File: src/rtl/otp_ctrl_otp_arb_pkg.sv
// Shared types for the OTP macro command arbiter: macro command/error enums, escalation
// token, interface widths and the latched request record.
package otp_ctrl_otp_arb_pkg;

  localparam int OtpWidth         = 16;
  localparam int OtpSizeWidth     = 2;
  localparam int OtpIfWidth       = (1 << OtpSizeWidth) * OtpWidth;
  localparam int OtpAddrWidth     = 10;
  localparam int ScrmblBlockWidth = 64;

  typedef enum logic [3:0] {
    On  = 4'b0101,
    Off = 4'b1010
  } lc_tx_t;

  typedef enum logic [1:0] {
    Read  = 2'b00,
    Write = 2'b01,
    Init  = 2'b11
  } cmd_e;

  typedef enum logic [2:0] {
    NoError              = 3'h0,
    MacroError           = 3'h1,
    MacroEccCorrError    = 3'h2,
    MacroEccUncorrError  = 3'h3,
    MacroWriteBlankError = 3'h4
  } err_e;

  typedef struct packed {
    cmd_e                    cmd;
    logic [OtpSizeWidth-1:0] size;
    logic [OtpIfWidth-1:0]   wdata;
    logic [OtpAddrWidth-1:0] addr;
  } otp_arb_req_t;

  // Index width for a value range of n entries; never narrower than one bit.
  function automatic int vbits(input int n);
    return (n <= 1) ? 1 : $clog2(n);
  endfunction

endpackage

File: src/rtl/otp_ctrl_arb_rr_pick.sv
// Combinational rotating-priority picker: the first asserted request at or after ptr wins.
module otp_ctrl_arb_rr_pick
  import otp_ctrl_otp_arb_pkg::*;
#(
  parameter int NumReq   = 4,
  parameter int IdxWidth = vbits(NumReq)
) (
  input  logic [NumReq-1:0]   req,
  input  logic [IdxWidth-1:0] ptr,
  output logic                valid,
  output logic [IdxWidth-1:0] idx
);

  always_comb begin
    logic [IdxWidth-1:0] j;
    j     = '0;
    valid = |req;
    idx   = '0;
    // Walk from farthest to nearest so the closest requester after ptr overwrites last.
    for (int i = NumReq - 1; i >= 0; i--) begin
      j = IdxWidth'((int'(ptr) + i) % NumReq);
      if (req[j]) begin
        idx = j;
      end
    end
  end

endmodule

File: src/rtl/otp_ctrl_otp_arb.sv
// Round-robin arbiter for the single OTP macro port; one transaction in flight, grant and
// response routed to the latched winner, permanent lockdown on escalation or bad state.
module otp_ctrl_otp_arb
  import otp_ctrl_otp_arb_pkg::*;
#(
  parameter int NumReq   = 4,
  parameter int IdxWidth = vbits(NumReq)
) (
  input  logic                        clk_i,
  input  logic                        rst_i,
  input  lc_tx_t                      escalate_en_i,
  input  logic [NumReq-1:0]           req_i,
  input  cmd_e                        cmd_i   [NumReq],
  input  logic [OtpSizeWidth-1:0]     size_i  [NumReq],
  input  logic [OtpIfWidth-1:0]       wdata_i [NumReq],
  input  logic [OtpAddrWidth-1:0]     addr_i  [NumReq],
  output logic [NumReq-1:0]           gnt_o,
  output logic [NumReq-1:0]           rvalid_o,
  output logic [ScrmblBlockWidth-1:0] rdata_o,
  output err_e                        err_o,
  output logic                        otp_req_o,
  output cmd_e                        otp_cmd_o,
  output logic [OtpSizeWidth-1:0]     otp_size_o,
  output logic [OtpIfWidth-1:0]       otp_wdata_o,
  output logic [OtpAddrWidth-1:0]     otp_addr_o,
  input  logic                        otp_gnt_i,
  input  logic                        otp_rvalid_i,
  input  logic [ScrmblBlockWidth-1:0] otp_rdata_i,
  input  err_e                        otp_err_i,
  output logic                        fsm_err_o,
  output logic                        idle_o
);

  // Pairwise Hamming distance >= 3 so a single upset lands in the default branch.
  localparam logic [4:0] IdleSt  = 5'b00111;
  localparam logic [4:0] ReqSt   = 5'b11100;
  localparam logic [4:0] RspSt   = 5'b01010;
  localparam logic [4:0] ErrorSt = 5'b10001;

  logic [4:0]          state_d, state_q;
  logic [IdxWidth-1:0] ptr_d, ptr_q, idx_d, idx_q, pick_idx;
  otp_arb_req_t        fields_d, fields_q;
  logic                pick_vld, esc;

  assign esc = (escalate_en_i != Off);

  otp_ctrl_arb_rr_pick #(
    .NumReq  (NumReq),
    .IdxWidth(IdxWidth)
  ) u_pick (
    .req  (req_i),
    .ptr  (ptr_q),
    .valid(pick_vld),
    .idx  (pick_idx)
  );

  always_comb begin
    state_d   = state_q;
    ptr_d     = ptr_q;
    idx_d     = idx_q;
    fields_d  = fields_q;
    gnt_o     = '0;
    rvalid_o  = '0;
    otp_req_o = 1'b0;
    fsm_err_o = 1'b0;
    idle_o    = 1'b0;
    case (state_q)
      IdleSt: begin
        idle_o = 1'b1;
        if (esc) begin
          state_d   = ErrorSt;
          fsm_err_o = 1'b1;
        end else if (pick_vld) begin
          idx_d          = pick_idx;
          fields_d.cmd   = cmd_i[pick_idx];
          fields_d.size  = size_i[pick_idx];
          fields_d.wdata = wdata_i[pick_idx];
          fields_d.addr  = addr_i[pick_idx];
          state_d        = ReqSt;
        end
      end
      ReqSt: begin
        otp_req_o = 1'b1;
        if (esc) begin
          state_d   = ErrorSt;
          fsm_err_o = 1'b1;
        end else if (otp_gnt_i) begin
          gnt_o[idx_q] = 1'b1;
          state_d      = RspSt;
        end
      end
      RspSt: begin
        // Escalation waits for the outstanding response so the macro handshake completes.
        if (otp_rvalid_i) begin
          rvalid_o[idx_q] = 1'b1;
          ptr_d = (idx_q == IdxWidth'(NumReq - 1)) ? '0 : idx_q + IdxWidth'(1);
          if (esc) begin
            state_d   = ErrorSt;
            fsm_err_o = 1'b1;
          end else begin
            state_d = IdleSt;
          end
        end
      end
      ErrorSt: begin
        state_d = ErrorSt;
      end
      default: begin
        state_d   = ErrorSt;
        fsm_err_o = 1'b1;
      end
    endcase
  end

  assign rdata_o     = (|rvalid_o) ? otp_rdata_i : '0;
  assign err_o       = (|rvalid_o) ? otp_err_i : NoError;
  assign otp_cmd_o   = fields_q.cmd;
  assign otp_size_o  = fields_q.size;
  assign otp_wdata_o = fields_q.wdata;
  assign otp_addr_o  = fields_q.addr;

  always_ff @(posedge clk_i or posedge rst_i) begin
    if (rst_i) begin
      state_q  <= IdleSt;
      ptr_q    <= '0;
      idx_q    <= '0;
      fields_q <= '0;
    end else begin
      state_q  <= state_d;
      ptr_q    <= ptr_d;
      idx_q    <= idx_d;
      fields_q <= fields_d;
    end
  end

endmodule

File: config.mk
export PLATFORM = sky130hd
export DESIGN_NAME = otp_ctrl_otp_arb
export DESIGN_NICKNAME = d
export VERILOG_FILES = /design/src/rtl/otp_ctrl_otp_arb_pkg.sv /design/src/rtl/otp_ctrl_arb_rr_pick.sv /design/src/rtl/otp_ctrl_otp_arb.sv
export SDC_FILE = /design/constraint.sdc
export NUM_CORES = 1
export LEC_CHECK = 0
export ABC_CLOCK_PERIOD_IN_PS = 3200
export CAP_MARGIN = 30
export CORE_AREA = 2 2 211 213
export DETAILED_ROUTE_END_ITERATION = 16
export DIE_AREA = 0 0 213 215
export PLACE_DENSITY = 0.45
export RECOVER_POWER = 25
export REMOVE_ABC_BUFFERS = 1
export SETUP_SLACK_MARGIN = 0.02
export SLEW_MARGIN = 10
export SYNTH_ARGS = -nofsm -noshare
export SYNTH_HDL_FRONTEND = slang
export SYNTH_SLANG_ARGS = --single-unit
File: constraint.sdc
create_clock -name clk_i -period 3.2 [get_ports clk_i]
set_input_delay 0.64 -clock clk_i [delete_from_list [all_inputs] [get_ports clk_i]]
set_output_delay 0.64 -clock clk_i [all_outputs]
set_load 0.05 [all_outputs]
==> out/qor.csv <==
stage;metric;value;unit
status;status;complete, no violations;
yosys;Synth Area in Compound Gates;0.149;
worst_setup_path;Cell Chain, Critical Path;nand2_1 -> or3_1 -> inv_1 -> clkdlybuf4s50_1;
worst_setup_path;CP required;2.56;ns
worst_setup_path;Startpoint Class;flip-flop;
detailed_routing;Vias;6817;
clock_tree;worst-skew pair later-pin latency;0.37;ns
yosys;largest family of logic cells by synthesized area;multiplexers;
yosys;Synth Area in Simple Gates;0.169;
power_and_ir_drop;power density cells;234;mW/mm^2
clock_tree;TritonCTS clock tree;yes;
timing;Hold Slack;0.485;ns
global_route;pin count of the biggest net entering global routing;78;
timing;f_max;336;MHz
timing;fin. max-slew vios;0;
clock_tree;post-CTS sizing;0;
worst_setup_path;delay-heaviest family, CP;buffers and inverters;
power_and_ir_drop;Leak;5.13;nW
timing;slew margin rel.;0.194;
timing;Final Hold Fails;0;
detailed_routing;DRT iter0 DRCs;195;
floorplanning;boundary pin count;547;
timing;Final WS setup;0.221;ns
global_route;first-pass GRT wire length;45700;um
timing;Worst-Margin Slew;1.21;ns
global_route;GRT Util Overall;0.137;
timing;minimum clock period;2.98;ns
clock_tree;Clock transition at path regs;0.07;ns
yosys;fraction of registers with async set or reset after synthesis;1.00;
place;Final GP Congestion;0.769;
clock_tree;Root Buffer;clkbuf_16;
clock_tree;total CTS buffers;9;
cells_and_area;Final Non-Filler Cells;1727;
global_route;GR Util met1;0.140;
yosys;count of cell types in the netlist;45;
timing;RSZ-0062 raised after global routing;no;
clock_tree;CTS max path bufs;2;
worst_setup_path;Crit Path Class;reg -> out;
yosys;sequential share of the synthesized area;0.362;
worst_setup_path;Worst path slowest cell;clkdlybuf4s50_1;
power_and_ir_drop;total chip power;3.10;mW
yosys;Syn Std Cell Area;0.00603;mm^2
yosys;Top FF cell, synth;dfrtp_1;
detailed_routing;Final ANT Viol Nets;0;
yosys;post-synthesis mux area share;0.261;
yosys;Post-Syn Area per Cell;10.1;um^2
timing;clk_skew;0.00648;ns
clock_tree;H-Tree Level Count;3;
power_and_ir_drop;VDD IR max;0.000240;V
place;DP Area;0.0130;mm^2
worst_setup_path;crit path DAT;2.34;ns
global_route;GRT Residual Overflow;0;
global_route;gr busiest metal;met2;
yosys;post-synth top area share;0.349;
cells_and_area;commonest non-fill, non-tap cell in the layout;clkdlybuf4s50_1;
worst_setup_path;CP bufs+invs;2;
floorplanning;die height;215;um
yosys;Synth Warn #;0;
floorplanning;DIE AREA;0.0458;mm^2
yosys;number of synthesized register bits;87;
floorplanning;FP Rows;77;
yosys;EDFF count, synth;0;
detailed_routing;vias per cell;3.95;
timing;Tcrit/Tclk final;0.931;
global_route;met3 GRT Util;0.0395;
worst_setup_path;crit end category;primary output;
cells_and_area;Layout Utilization;0.305;
yosys;post-synth top area cell;dfrtp_1;
detailed_routing;Avg WL per Cell;18.7;um
place;pre-CTS WS;0.188;ns
cells_and_area;layout cell share with drive strength beyond 1;0.134;
global_route;vias in the first global route;7180;
timing;Final Setup Violations;0;
worst_hold_path;Hold Crit Class;reg -> reg;
detailed_routing;routed wire length;32300;um
floorplanning;Core ar.;0.0436;mm^2
yosys;ranking of synthesized cells by area;dfrtp_1 (35%), mux2i_1 (26%), o221ai_1 (8.4%), and2_1 (7.0%), nand2_1 (5.5%);
clock_tree;CTS sink cnt;87;
worst_setup_path;CP peak stage delay;0.86;ns
place;HPWL after detailed placement;26500;um
worst_setup_path;crit-path max FO;5;
global_route;antenna violations before repair;2;
yosys;Syn Inst Count;599;
clock_tree;cts hold-fix bufs;0;
place;number of instances in the placed design;1709;
place;Port Buffers;546;
yosys;XOR/XNOR Fraction of Synth Area;0;
yosys;post-synthesis adder-cell area fraction;0.00830;
floorplanning;die width;213;um
detailed_routing;DRC;0;
detailed_routing;Initial DRT Pass Iterations;4;
cells_and_area;commonest cells after routing, fill and taps aside;clkdlybuf4s50_1 (469), mux2i_1 (155), nand2_1 (89);
timing;setup TNS;0;ns
cells_and_area;design area;0.0133;mm^2
global_route;met2 Use GR;0.258;
floorplanning;Initial Utilization;0.138;
clock_tree;Setup Buffers After CTS;0;
cells_and_area;nets;1523;
cells_and_area;area grow syn2layout;120;%
job;Max Cap Viol;0;
path summary, 6_finish.rpt:
kind | startpoint | slack (ns) | depth (start not counted) | to
max in group asynchronous | rst_i | 0.65 | 3 | state_q[3]$_DFFE_PP0P_
setup / recovery | state_q[2]$_DFFE_PP1P_ | 0.22 | 4 | otp_req_o
hold reg to reg | otp_wdata_o[25]$_DFFE_PP0P_ | 0.48 | 2 | otp_wdata_o[25]$_DFFE_PP0P_
hold / removal | otp_wdata_o[25]$_DFFE_PP0P_ | 0.48 | 2 | otp_wdata_o[25]$_DFFE_PP0P_
setup reg to reg | ptr_q[0]$_DFFE_PP0P_ | 1.03 | 6 | otp_wdata_o[59]$_DFFE_PP0P_
min in group asynchronous | rst_i | 0.89 | 2 | otp_wdata_o[31]$_DFFE_PP0P_
sequential cells by signal, indices dropped and copies added (netlist names):
register and cells:
otp_addr_o 10, otp_wdata_o 64, ptr_q 2, state_q 5, otp_size_o 2, idx_q 2
otp_cmd_o 2
where the power goes:
part	total, mW	switching (mW)	internal (mW)
clock network	1.22	0.511	0.707
registers	1.10	0.000281	1.10
logic	0.786	0.248	0.538
total	3.10	0.759	2.34
logic make-up after synthesis:
family,count (synthesis)
buf+inv,62
mux,157
compound gates,92
simple gates,197
fa+ha+maj,4
flops,87
synth_stat cells (all sizes together) (2+ instances only):
library cell and count:
nand2 89, ha 4, nor4 2, nand2b 2, nor2b 5, o22ai 3, nand3 3, nor3 6
inv 11, mux2 2, mux2i 155, and2 67, a21oi 2, o221ai 77, dfstp 3, clkbuf 21
o21ai 3, or2 2, buf 30, dfrtp 84, nor2 15
routing by layer:
layer  wire (um)  part of all wire
met5           0                 0
met4         623             0.019
met3        2750             0.085
met2       17200              0.53
met1       11700              0.36
worst reg2reg max path: stages (launching register included):
cell and delay [ns]:
dfrtp_1 0.40, nor2b_1 0.26, nor4_4 0.08, nor2_1 0.30, or2_4 0.19, buf_4 0.48, o221ai_1 0.30
final cells by class:
class	instances	area (um^2)
antenna	2	5.00
clock buffer	11	243
clock inverter	5	81.3
fill	4512	30400
inverter	11	42.5
multi-input combinational	450	3580
sequential	87	2180
tap	592	741
timing repair buffer	569	6420
(Power assumes the default switching activity.)
